[src/rtl/sad_min_search.sv]
// Sequential minimum-SAD tracker: scans NUM_CAND candidate SADs in raster order and
// publishes the smallest one with its linear index and row. Optional macro: SAD_EARLY_EXIT_EN.
module sad_min_search #(
    parameter int unsigned SAD_W    = 16,
    parameter int unsigned NUM_CAND = 4096,
    parameter int unsigned ROW_W    = 64
) (
    input  logic             Clk,
    input  logic             Rst_n,
    input  logic             Start,
    input  logic [SAD_W-1:0] SadIn,
    input  logic             SadValid,
    output logic             Busy,
    output logic             Done,
    output logic [SAD_W-1:0] BestSad,
    output logic [31:0]      BestIndex,
    output logic [31:0]      BestX
);

    localparam int unsigned X_SHIFT  = $clog2(ROW_W);
    localparam logic [31:0] LAST_IDX = 32'(NUM_CAND - 1);

    typedef enum logic [1:0] {
        IDLE = 2'd0,
        SCAN = 2'd1,
        DONE = 2'd2
    } state_t;

    state_t           r_state;
    state_t           w_state_next;
    logic [31:0]      r_cnt;
    logic [31:0]      r_idx;
    logic [SAD_W-1:0] r_min;
    logic             w_accept;
    logic             w_take;
    logic             w_final;
    logic [SAD_W-1:0] w_min_next;
    logic [31:0]      w_idx_next;

    // Candidate 0 always loads; later ones need a strict win so ties keep the earliest index.
    always_comb begin
        w_accept   = (r_state == SCAN) && SadValid;
        w_take     = (r_cnt == '0) || (SadIn < r_min);
        w_min_next = w_take ? SadIn : r_min;
        w_idx_next = w_take ? r_cnt : r_idx;
`ifdef SAD_EARLY_EXIT_EN
        w_final    = w_accept && ((r_cnt == LAST_IDX) || (SadIn == '0));
`else
        w_final    = w_accept && (r_cnt == LAST_IDX);
`endif
    end

    always_ff @(posedge Clk) begin
        if (!Rst_n) r_state <= IDLE;
        else        r_state <= w_state_next;
    end

    always_comb begin
        w_state_next = r_state;
        case (r_state)
            IDLE:    if (Start) w_state_next = SCAN;
            SCAN:    if (w_final) w_state_next = DONE;
            DONE:    w_state_next = IDLE;
            default: w_state_next = IDLE;
        endcase
    end

    always_comb begin
        Busy = (r_state == SCAN);
        Done = (r_state == DONE);
    end

    always_ff @(posedge Clk) begin
        if (!Rst_n) begin
            r_cnt <= '0;
            r_min <= '0;
            r_idx <= '0;
        end else if ((r_state == IDLE) && Start) begin
            r_cnt <= '0;
            r_min <= '0;
            r_idx <= '0;
        end else if (w_accept) begin
            r_cnt <= r_cnt + 32'd1;
            r_min <= w_min_next;
            r_idx <= w_idx_next;
        end
    end

    // Results capture the merged minimum so the final sample takes part in the compare.
    always_ff @(posedge Clk) begin
        if (!Rst_n) begin
            BestSad   <= '0;
            BestIndex <= '0;
            BestX     <= '0;
        end else if (w_final) begin
            BestSad   <= w_min_next;
            BestIndex <= w_idx_next;
            BestX     <= w_idx_next >> X_SHIFT;
        end
    end

endmodule

[config.mk]
export PLATFORM = sky130hd
export DESIGN_NAME = sad_min_search
export DESIGN_NICKNAME = d
export VERILOG_FILES = /design/src/rtl/sad_min_search.sv
export SDC_FILE = /design/constraint.sdc
export NUM_CORES = 1
export LEC_CHECK = 0
export ABC_CLOCK_PERIOD_IN_PS = 6090
export CORE_UTILIZATION = 45
export CTS_CLUSTER_DIAMETER = 50
export DETAILED_ROUTE_END_ITERATION = 6
export PLACE_DENSITY = 0.82
export SLEW_MARGIN = 20
export SYNTH_ARGS = -nofsm -noshare
export SYNTH_HDL_FRONTEND = slang
export SYNTH_SLANG_ARGS = --single-unit
[constraint.sdc]
create_clock -name Clk -period 6.09 [get_ports Clk]
set_input_delay 1.218 -clock Clk [delete_from_list [all_inputs] [get_ports Clk]]
set_output_delay 1.218 -clock Clk [all_outputs]
set_load 0.02 [all_outputs]
---- After elaboration in Yosys (flattened, before gate mapping) ----
Cells that the tools add are included.
cells by class
  add/subtract/negate cells ............... 1
  $lt $le $gt $ge ......................... 1
  equal/unequal tests ..................... 5
  muxes and demuxes ....................... 5
  bitwise gates (word level) .............. 1
  reductions and logical operators ........ 8
operators by type and width
  cell                   number
  $add 32x1->32 const B  1
  $eq 32x12->1 const B   1
  $logic_not 32->1       1
  $mux 32                1
  $lt 16x16->1           1
  $mux 16                1
  $mux 2                 2
  $pmux 2 s2             1
  $logic_and 1x1->1      3
  $eq 2x1->1 const B     1
  $eq 2x2->1 const B     1
  $logic_not 2->1        1
  $ne 2x1->1 const B     1
  $ne 2x2->1 const B     1
  $reduce_and 2->1       1
  $reduce_or 2->1        1
  $logic_or 1x1->1       1
  $not 1->1              1
word-level totals
  register bits ........................... 156
  output and inout bits ................... 82

---- Depth between registers and ports, before layout ----
Gate-level depths: netlist of the first run.
  depth after elaboration ................. 5
  gate-level depth with buffers ........... 10
  gate-level depth less buffers ........... 8

---- Worst setup path after synthesis of the first run ----
No wires, ideal clock.
  kind .................................... input port to flip-flop
  start ................................... input SadIn[10]
  end ..................................... register r_idx[16]
  setup time .............................. 132 ps
  arrival ................................. 2,905 ps
  data required time ...................... 5,958 ps
  setup slack ............................. 3,053 ps
  stages on the path ...................... 9
  cell sequence ........................... ha_1 and4_1 o211ai_1 or3_1 a41o_1 buf_4 buf_2 nand3_1 a21oi_1
between the ends
  longest elaborated chain between the ends .. 3
ends and longest elaborated chain
  what                    line  source
  start: declaration      11    input logic [SAD_W-1:0] SadIn,
  $lt 16x16->1            43    w_take = (r_cnt == '0) || (SadIn < r_min);
  $logic_or 1x1->1        43
  $mux 32                 45    w_idx_next = w_take ? r_cnt : r_idx;
  end signal: assignment  85    r_idx <= w_idx_next;
  end: declaration        32    logic [31:0] r_idx;
No other way between the ends.
A chain may end at the register's enable or synchronous reset.

---- Worst setup path after layout of the first run ----
  start ................................... input SadIn[6]
  end ..................................... register r_min[9]
between the ends
  longest elaborated chain between the ends .. 3
ends and longest elaborated chain
  what                    line  source
  $lt 16x16->1            43
  $logic_or 1x1->1        43
  $mux 16                 44    w_min_next = w_take ? SadIn : r_min;
  end signal: assignment  84    r_min <= w_min_next;
  end: declaration        33    logic [SAD_W-1:0] r_min;
No other way between the ends.

==> results.yml, run 1 <==
synth:
  synth_edf_count: 0
  yosys_register_bits: 130
  yosysMostFrequentCell: "dfxtp_1"
  post_synth.cell_area_avg_sq_um: 8.10
  synthDistinctLibCells: 40
  synthArstFlopShare: 0
  postSynthCellCount: 725
  synth.top_cell.area_share: 0.443
  synth_warnings: 0
  synth_area_sq_um: 5870
  ys_seq_area_frac: 0.443
  synth_ff_type: "dfxtp_1"
  synth_top_area_cell: "dfxtp_1"
  synthTopCellsByArea: "dfxtp_1, o21ai_0, a21oi_1"
  ys_top_cells_by_count: "dfxtp_1, o21ai_0, a21oi_1"
worst_hold_path:
  whs_path_depth: 2
  hold_path.class: "reg -> reg"
cells_and_area:
  layout-area-overhead-vs-synth_pct: 23.0
  layout-drive-gt1-share: 0.0642
  design_area_sq_um: 7220
  fillers: 1072
  final_net_count: 803
  antenna_cells: 0
routing:
  ant_nets: 0
  first_pass_iters: 5
  vias: 5223
  detail_route.wirelength_mm: 13.9
  drc: 0
  wl_per_cell_microns: 14.6
  via_per_inst: 5.49
  drt_iter0_drc: 480
floorplanning:
  io_pins: 102
  die_area_sq_um: 13500
  core-area_sq_um: 12700
  die_x_microns: 116
  start_util: 0.463
  fp-row-count: 41
  die_h_microns: 116
power:
  p_int_mw: 1.47
  powerDensity_nw_per_um2: 267
  max-vdd-ir-drop_uv: 197
  p_sw_frac: 0.238
  seqPwrFrac: 0.444
  p_leak_nw: 2.52
  clkPwrFrac: 0.508
  combPwrFrac: 0.048
  switchingPower_mw: 0.459
run_status:
  outcome: "finished clean"
worst_setup_path:
  worst_setup_path_start_kind: "input port"
  path_buf_inv: 2
  crit_family: "compound AO/OA/AOI/OAI gates"
  path_max_fanout: 53
  critPathSlowestCell: "a41o_2"
  r2r_cells: 9
  r2r_slack_ns: 3.01
  cp_slowest_stage_delay_ns: 0.84
  endpoint_kind: "flip-flop"
  critPathKind: "in -> reg"
  cp_cell_sequence: "clkdlybuf4s50_1 -> ha_1 -> and3_1 -> o311a_1 -> o21ai_1 -> a41o_2 -> buf_4 -> nand3_1 -> a21oi_1"
  arrival_ns: 4.33
  cp_num_cells: 9
  cp_data_required_time_ns: 6.43
grt:
  grt_pass1_wl_mm: 23.3
  overflow: 0
  grt_start_max_net_pins: 81
  globalRouteTotalUtil: 0.219
  grt_pass1_vias: 4805
  antenna_found_initial: 0
timing:
  setup_tns_ns: 0
  maxSlewViolCount: 0
  fmax_mhz: 251
  relSlewSlack: 0.402
  holdWs_ns: 0.467
  rsz0062_at_grt: "no"
  worst_pin_slew_ns: 0.897
  fin_crit_ns: 3.99
  setup_viol: 0
  fin_worst_skew_ns: 0.00929
  finalHoldViolations: 0
  min_period_over_period: 0.655
clocking:
  cts_made_buffers: 17
  clk_latency_ns: 0.42
  htreeDepth: 4
  post_cts_buffers: 0
  cts_max_path_buffers: 2
  cts.clk_slew.worst_paths_ns: 0.06
  cts_resized: 0
  holdBufCountCts: 0
  clock-sinks: 130
  root_buffer: "clkbuf_16"
  cts_tree: "done"
placement:
  dp_hpwl_mm: 8.56
  numPortBuffers: 95
  routabilityCongestion: 0.828
  place_area_sq_um: 6640
flow_run:
  cap_violations: 0
==> power by group through the flow <==
stage	registers, mW	logic, mW	clock network (mW)
2_1_floorplan	0.875	0.0644	0
3_3_place_gp	0.876	0.0899	0
3_5_place_dp	0.876	0.0909	0
4_1_cts	0.857	0.0916	0.988
5_1_grt	0.858	0.103	1.04
6_report	0.858	0.0920	0.981
==> layout by cell type (no fill, tap or decap), types with 2 or more instances in the layout <==
master	Yosys	layout
dfxtp_1	130	130
o21ai_0	95	95
clkdlybuf4s50_1	0	95
a21oi_1	72	72
nand3_1	68	68
nor2_1	67	67
nand2_1	50	49
xor2_1	21	21
inv_1	19	19
a31oi_1	19	19
ha_1	17	17
clkbuf_16	0	17
nor3_1	15	14
xnor2_1	10	10
and3_1	9	9
buf_4	37	8
nand4_1	7	7
nor4_1	7	7
conb_1	1	6
clkinvlp_4	0	6
and4_1	5	5
nor2b_1	4	4
o21ai_1	4	4
inv_6	0	4
and2_1	3	3
or2_2	2	2
clkbuf_8	0	2
clkinv_4	0	2
==> flip-flops by register name (all words and copies together) (netlist names) <==
register and count:
BestSad 16, r_state 2, r_cnt 32, BestIndex 32
r_min 16, r_idx 32
==> worst min-delay path, delay by kind of cell, from the launching register on <==
kind / cells / cell delay (ns)
DFF: 1 / 0.30
AOI/OAI and AO/OA: 1 / 0.07
and+or+nand+nor: 1 / 0.05
==> final timing paths <==
check,startpoint,endpoint
worst min register to register,r_idx[1],BestIndex[1]
worst max register to register,r_min[6],r_min[9]
worst max-delay path,SadIn[6],r_min[9]
worst min-delay path,r_idx[1],BestIndex[1]
==> per-layer routing <==
layer | wire (microns) | vias to the layer above | GRT usage
li1 | - | 2558 | -
met4 | 194 | 0 | 0.0752
met2 | 6730 | 164 | 0.362
met3 | 784 | 18 | 0.0509
met5 | 0 | - | 0
met1 | 6160 | 2483 | 0.281
==> cells by family after synthesis <==
family,share of synthesized area
xor+xnor,0.0463
compound gates,0.176
other cells,0.000639
buf+inv,0.0968
flops,0.443
simple gates,0.200
fa+ha+maj,0.0362
==> per-stage QoR <==
stage | std cells | worst slack, ns | total power, mW | utilization
2_1_floorplan | 730 | 3.05 | 0.940 | -
6_report | 951 | 2.10 | 1.93 | 0.570
3_5_place_dp | 919 | 1.72 | 0.967 | 0.524
4_1_cts | 951 | 2.11 | 1.94 | 0.570
3_3_place_gp | 919 | 1.79 | 0.966 | 0.524
5_1_grt | 951 | 1.86 | 2.00 | 0.570
==> final cells by class <==
cell class | instances | area (sq um) | share of cell area
Multi-Input combinational cell | 495 | 2740 | 0.379
Timing Repair Buffer | 103 | 1010 | 0.140
Clock buffer | 19 | 453 | 0.0627
Inverter | 19 | 71.3 | 0.00988
Clock inverter | 13 | 128 | 0.0177
Tap cell | 172 | 215 | 0.0298
Sequential cell | 130 | 2600 | 0.361
(Power assumes the default switching activity.)
==> run 2: changes to the inputs <==
--- a/config.mk
+++ b/config.mk
@@ -5,11 +5,11 @@
 export SDC_FILE = /design/constraint.sdc
 export NUM_CORES = 1
 export LEC_CHECK = 0
-export ABC_CLOCK_PERIOD_IN_PS = 6090
+export ABC_CLOCK_PERIOD_IN_PS = 3250
 export CORE_UTILIZATION = 45
 export CTS_CLUSTER_DIAMETER = 50
 export DETAILED_ROUTE_END_ITERATION = 6
-export PLACE_DENSITY = 0.82
+export PLACE_DENSITY = 0.84
 export SLEW_MARGIN = 20
 export SYNTH_ARGS = -nofsm -noshare
 export SYNTH_HDL_FRONTEND = slang
==> constraint.sdc (replaced) <==
create_clock -name Clk -period 3.25 [get_ports Clk]
set_input_delay 0.65 -clock Clk [delete_from_list [all_inputs] [get_ports Clk]]
set_output_delay 0.65 -clock Clk [all_outputs]
set_load 0.02 [all_outputs]
==> run 2 against run 1 <==
Net effect:
- sequential share of layout area shrank 1.2 points
- routed wire length grew 5.7%
- cell area grew 3.3%
- die area is the same
==> results.yml, run 2 (same netlist as run 1, synthesis figures left out) <==
cells_and_area:
  final_common_cell: "dfxtp_1"
  fillers: 1003
  antenna_cells: 0
  layout-area-overhead-vs-synth_pct: 27.1
  fin_cells: 958
  design_area_sq_um: 7460
  layout-drive-gt1-share: 0.0725
  final_core_util: 0.589
  regArea_sq_um: 2600
  final_net_count: 810
  multi_input_area_sq_um: 2740
  layout_common_cells: "dfxtp_1, o21ai_0, clkdlybuf4s50_1, a21oi_1, nand3_1"
  reg.largest.list: "BestIndex: 32 flops, r_cnt: 32 flops, r_idx: 32 flops"
routing:
  drt_iter0_drc: 610
  drc: 0
  vias: 5291
  first_pass_iters: 5
  detail_route.wirelength_mm: 14.6
  via_per_inst: 5.52
  wl_per_cell_microns: 15.3
  ant_nets: 0
clocking:
  cts_resized: 0
  htreeDepth: 4
  cts.clk_slew.worst_paths_ns: 0.05
  post_cts_buffers: 0
  cts_max_path_buffers: 2
  clock-sinks: 130
  clk_latency_ns: 0.42
  cts_tree: "done"
  root_buffer: "clkbuf_16"
  cts_made_buffers: 17
  holdBufCountCts: 0
timing:
  setup_slack_ns: 0.397
  worst_pin_slew_ns: 0.724
  setup_viol: 0
  fin_worst_skew_ns: 0.00428
  rsz0062_at_grt: "no"
  fin_crit_ns: 2.85
  holdWs_ns: 0.480
  finalHoldViolations: 0
  relSlewSlack: 0.513
  setup_tns_ns: 0
  fmax_mhz: 350
  maxSlewViolCount: 0
  min_period_over_period: 0.878
placement:
  place_ws_ns: 0.0418
  place_area_sq_um: 6770
  routabilityCongestion: 0.825
  placed_cells: 926
  numPortBuffers: 95
  dp_hpwl_mm: 9.26
grt:
  overflow: 0
  grt_pass1_wl_mm: 24.0
  globalRouteTotalUtil: 0.224
  antenna_found_initial: 0
  grt_start_max_net_pins: 71
  grt_pass1_vias: 4960
worst_setup_path:
  arrival_ns: 3.19
  cp_cell_sequence: "clkdlybuf4s50_1 -> ha_1 -> and4_1 -> o211ai_1 -> or3_1 -> a41oi_4 -> buf_12 -> o21ai_0 -> a21oi_1"
  critPathKind: "in -> reg"
  critPathSlowestCell: "clkdlybuf4s50_1"
  cp_data_required_time_ns: 3.59
  cp_slowest_stage_delay_ns: 0.48
  worst_setup_path_start_kind: "input port"
  path_max_fanout: 70
  path_buf_inv: 2
  crit_family: "buffers and inverters"
  endpoint_kind: "flip-flop"
floorplanning:
  io_pins: 102
  core-area_sq_um: 12700
  die_area_sq_um: 13500
  fp-row-count: 41
  die_x_microns: 116
  die_h_microns: 116
  start_util: 0.463
worst_hold_path:
  hold_path.class: "reg -> reg"
flow_run:
  cap_violations: 0
power:
  powerDensity_nw_per_um2: 537
  max-vdd-ir-drop_uv: 381
  power.total_mw: 4.00
  p_leak_nw: 2.65
run_status:
  outcome: "finished clean"
[run 2: cell count changes in the layout (fill, tap and decap cells not counted)]
cell        previous run  this run
bufinv_16              1         6
clkinv_2               0         1
clkbuf_8               2         3
buf_4                  8         9
inv_6                  4         1
clkinvlp_4             6         2
buf_12                 0         6
[run 2: power breakdown]
part | leakage, nW | internal, mW | switching (mW)
logic | 1.27 | 0.0690 | 0.124
clock network | 0.333 | 1.50 | 0.701
registers | 1.05 | 1.60 | 0.00651
[run 2: per-layer routing]
metal / track usage / vias up / routed length, microns
li1: - / 2570 / -
met1: 0.283 / 2482 / 6380
met2: 0.375 / 211 / 7160
met3: 0.0503 / 28 / 859
met4: 0.0838 / 0 / 248
met5: 0 / - / 0
[run 2: final cells by class]
cell class,instances,area share
flip-flops and latches,130,0.349
multi-input cells,495,0.367
inverters,19,0.00956
well taps,172,0.0289
clock inverters,12,0.0304
repair buffers,110,0.153
clock buffers,20,0.0626
[run 2: worst register-to-register path: stages, from the launching register on]
cell and delay, ns:
dfxtp_1 0.36, inv_1 0.05, ha_1 0.29, and4_1 0.25, o211ai_1 0.10, or3_1 0.45
a41oi_4 0.27, buf_12 0.29, o21ai_0 0.17, a21oi_1 0.19
[run 2: final timing paths]
check	end	slack (ns)	startpoint	cells after the start
worst max-delay path	r_idx[24]	0.40	SadIn[11]	9
worst min-delay path	r_idx[16]	0.48	r_idx[16]	2
worst max register to register	r_idx[24]	0.76	r_min[10]	9
worst min register to register	r_idx[16]	0.48	r_idx[16]	2
==> run 3: changes to the inputs <==
--- a/config.mk
+++ b/config.mk
@@ -10,6 +10,7 @@
 export CTS_CLUSTER_DIAMETER = 50
 export DETAILED_ROUTE_END_ITERATION = 6
 export PLACE_DENSITY = 0.84
+export SKIP_LAST_GASP = 1
 export SLEW_MARGIN = 20
 export SYNTH_ARGS = -nofsm -noshare
 export SYNTH_HDL_FRONTEND = slang
==> results of run 3 <==
Same layout as run 2: the final DEF is identical, and so are final timing and power.
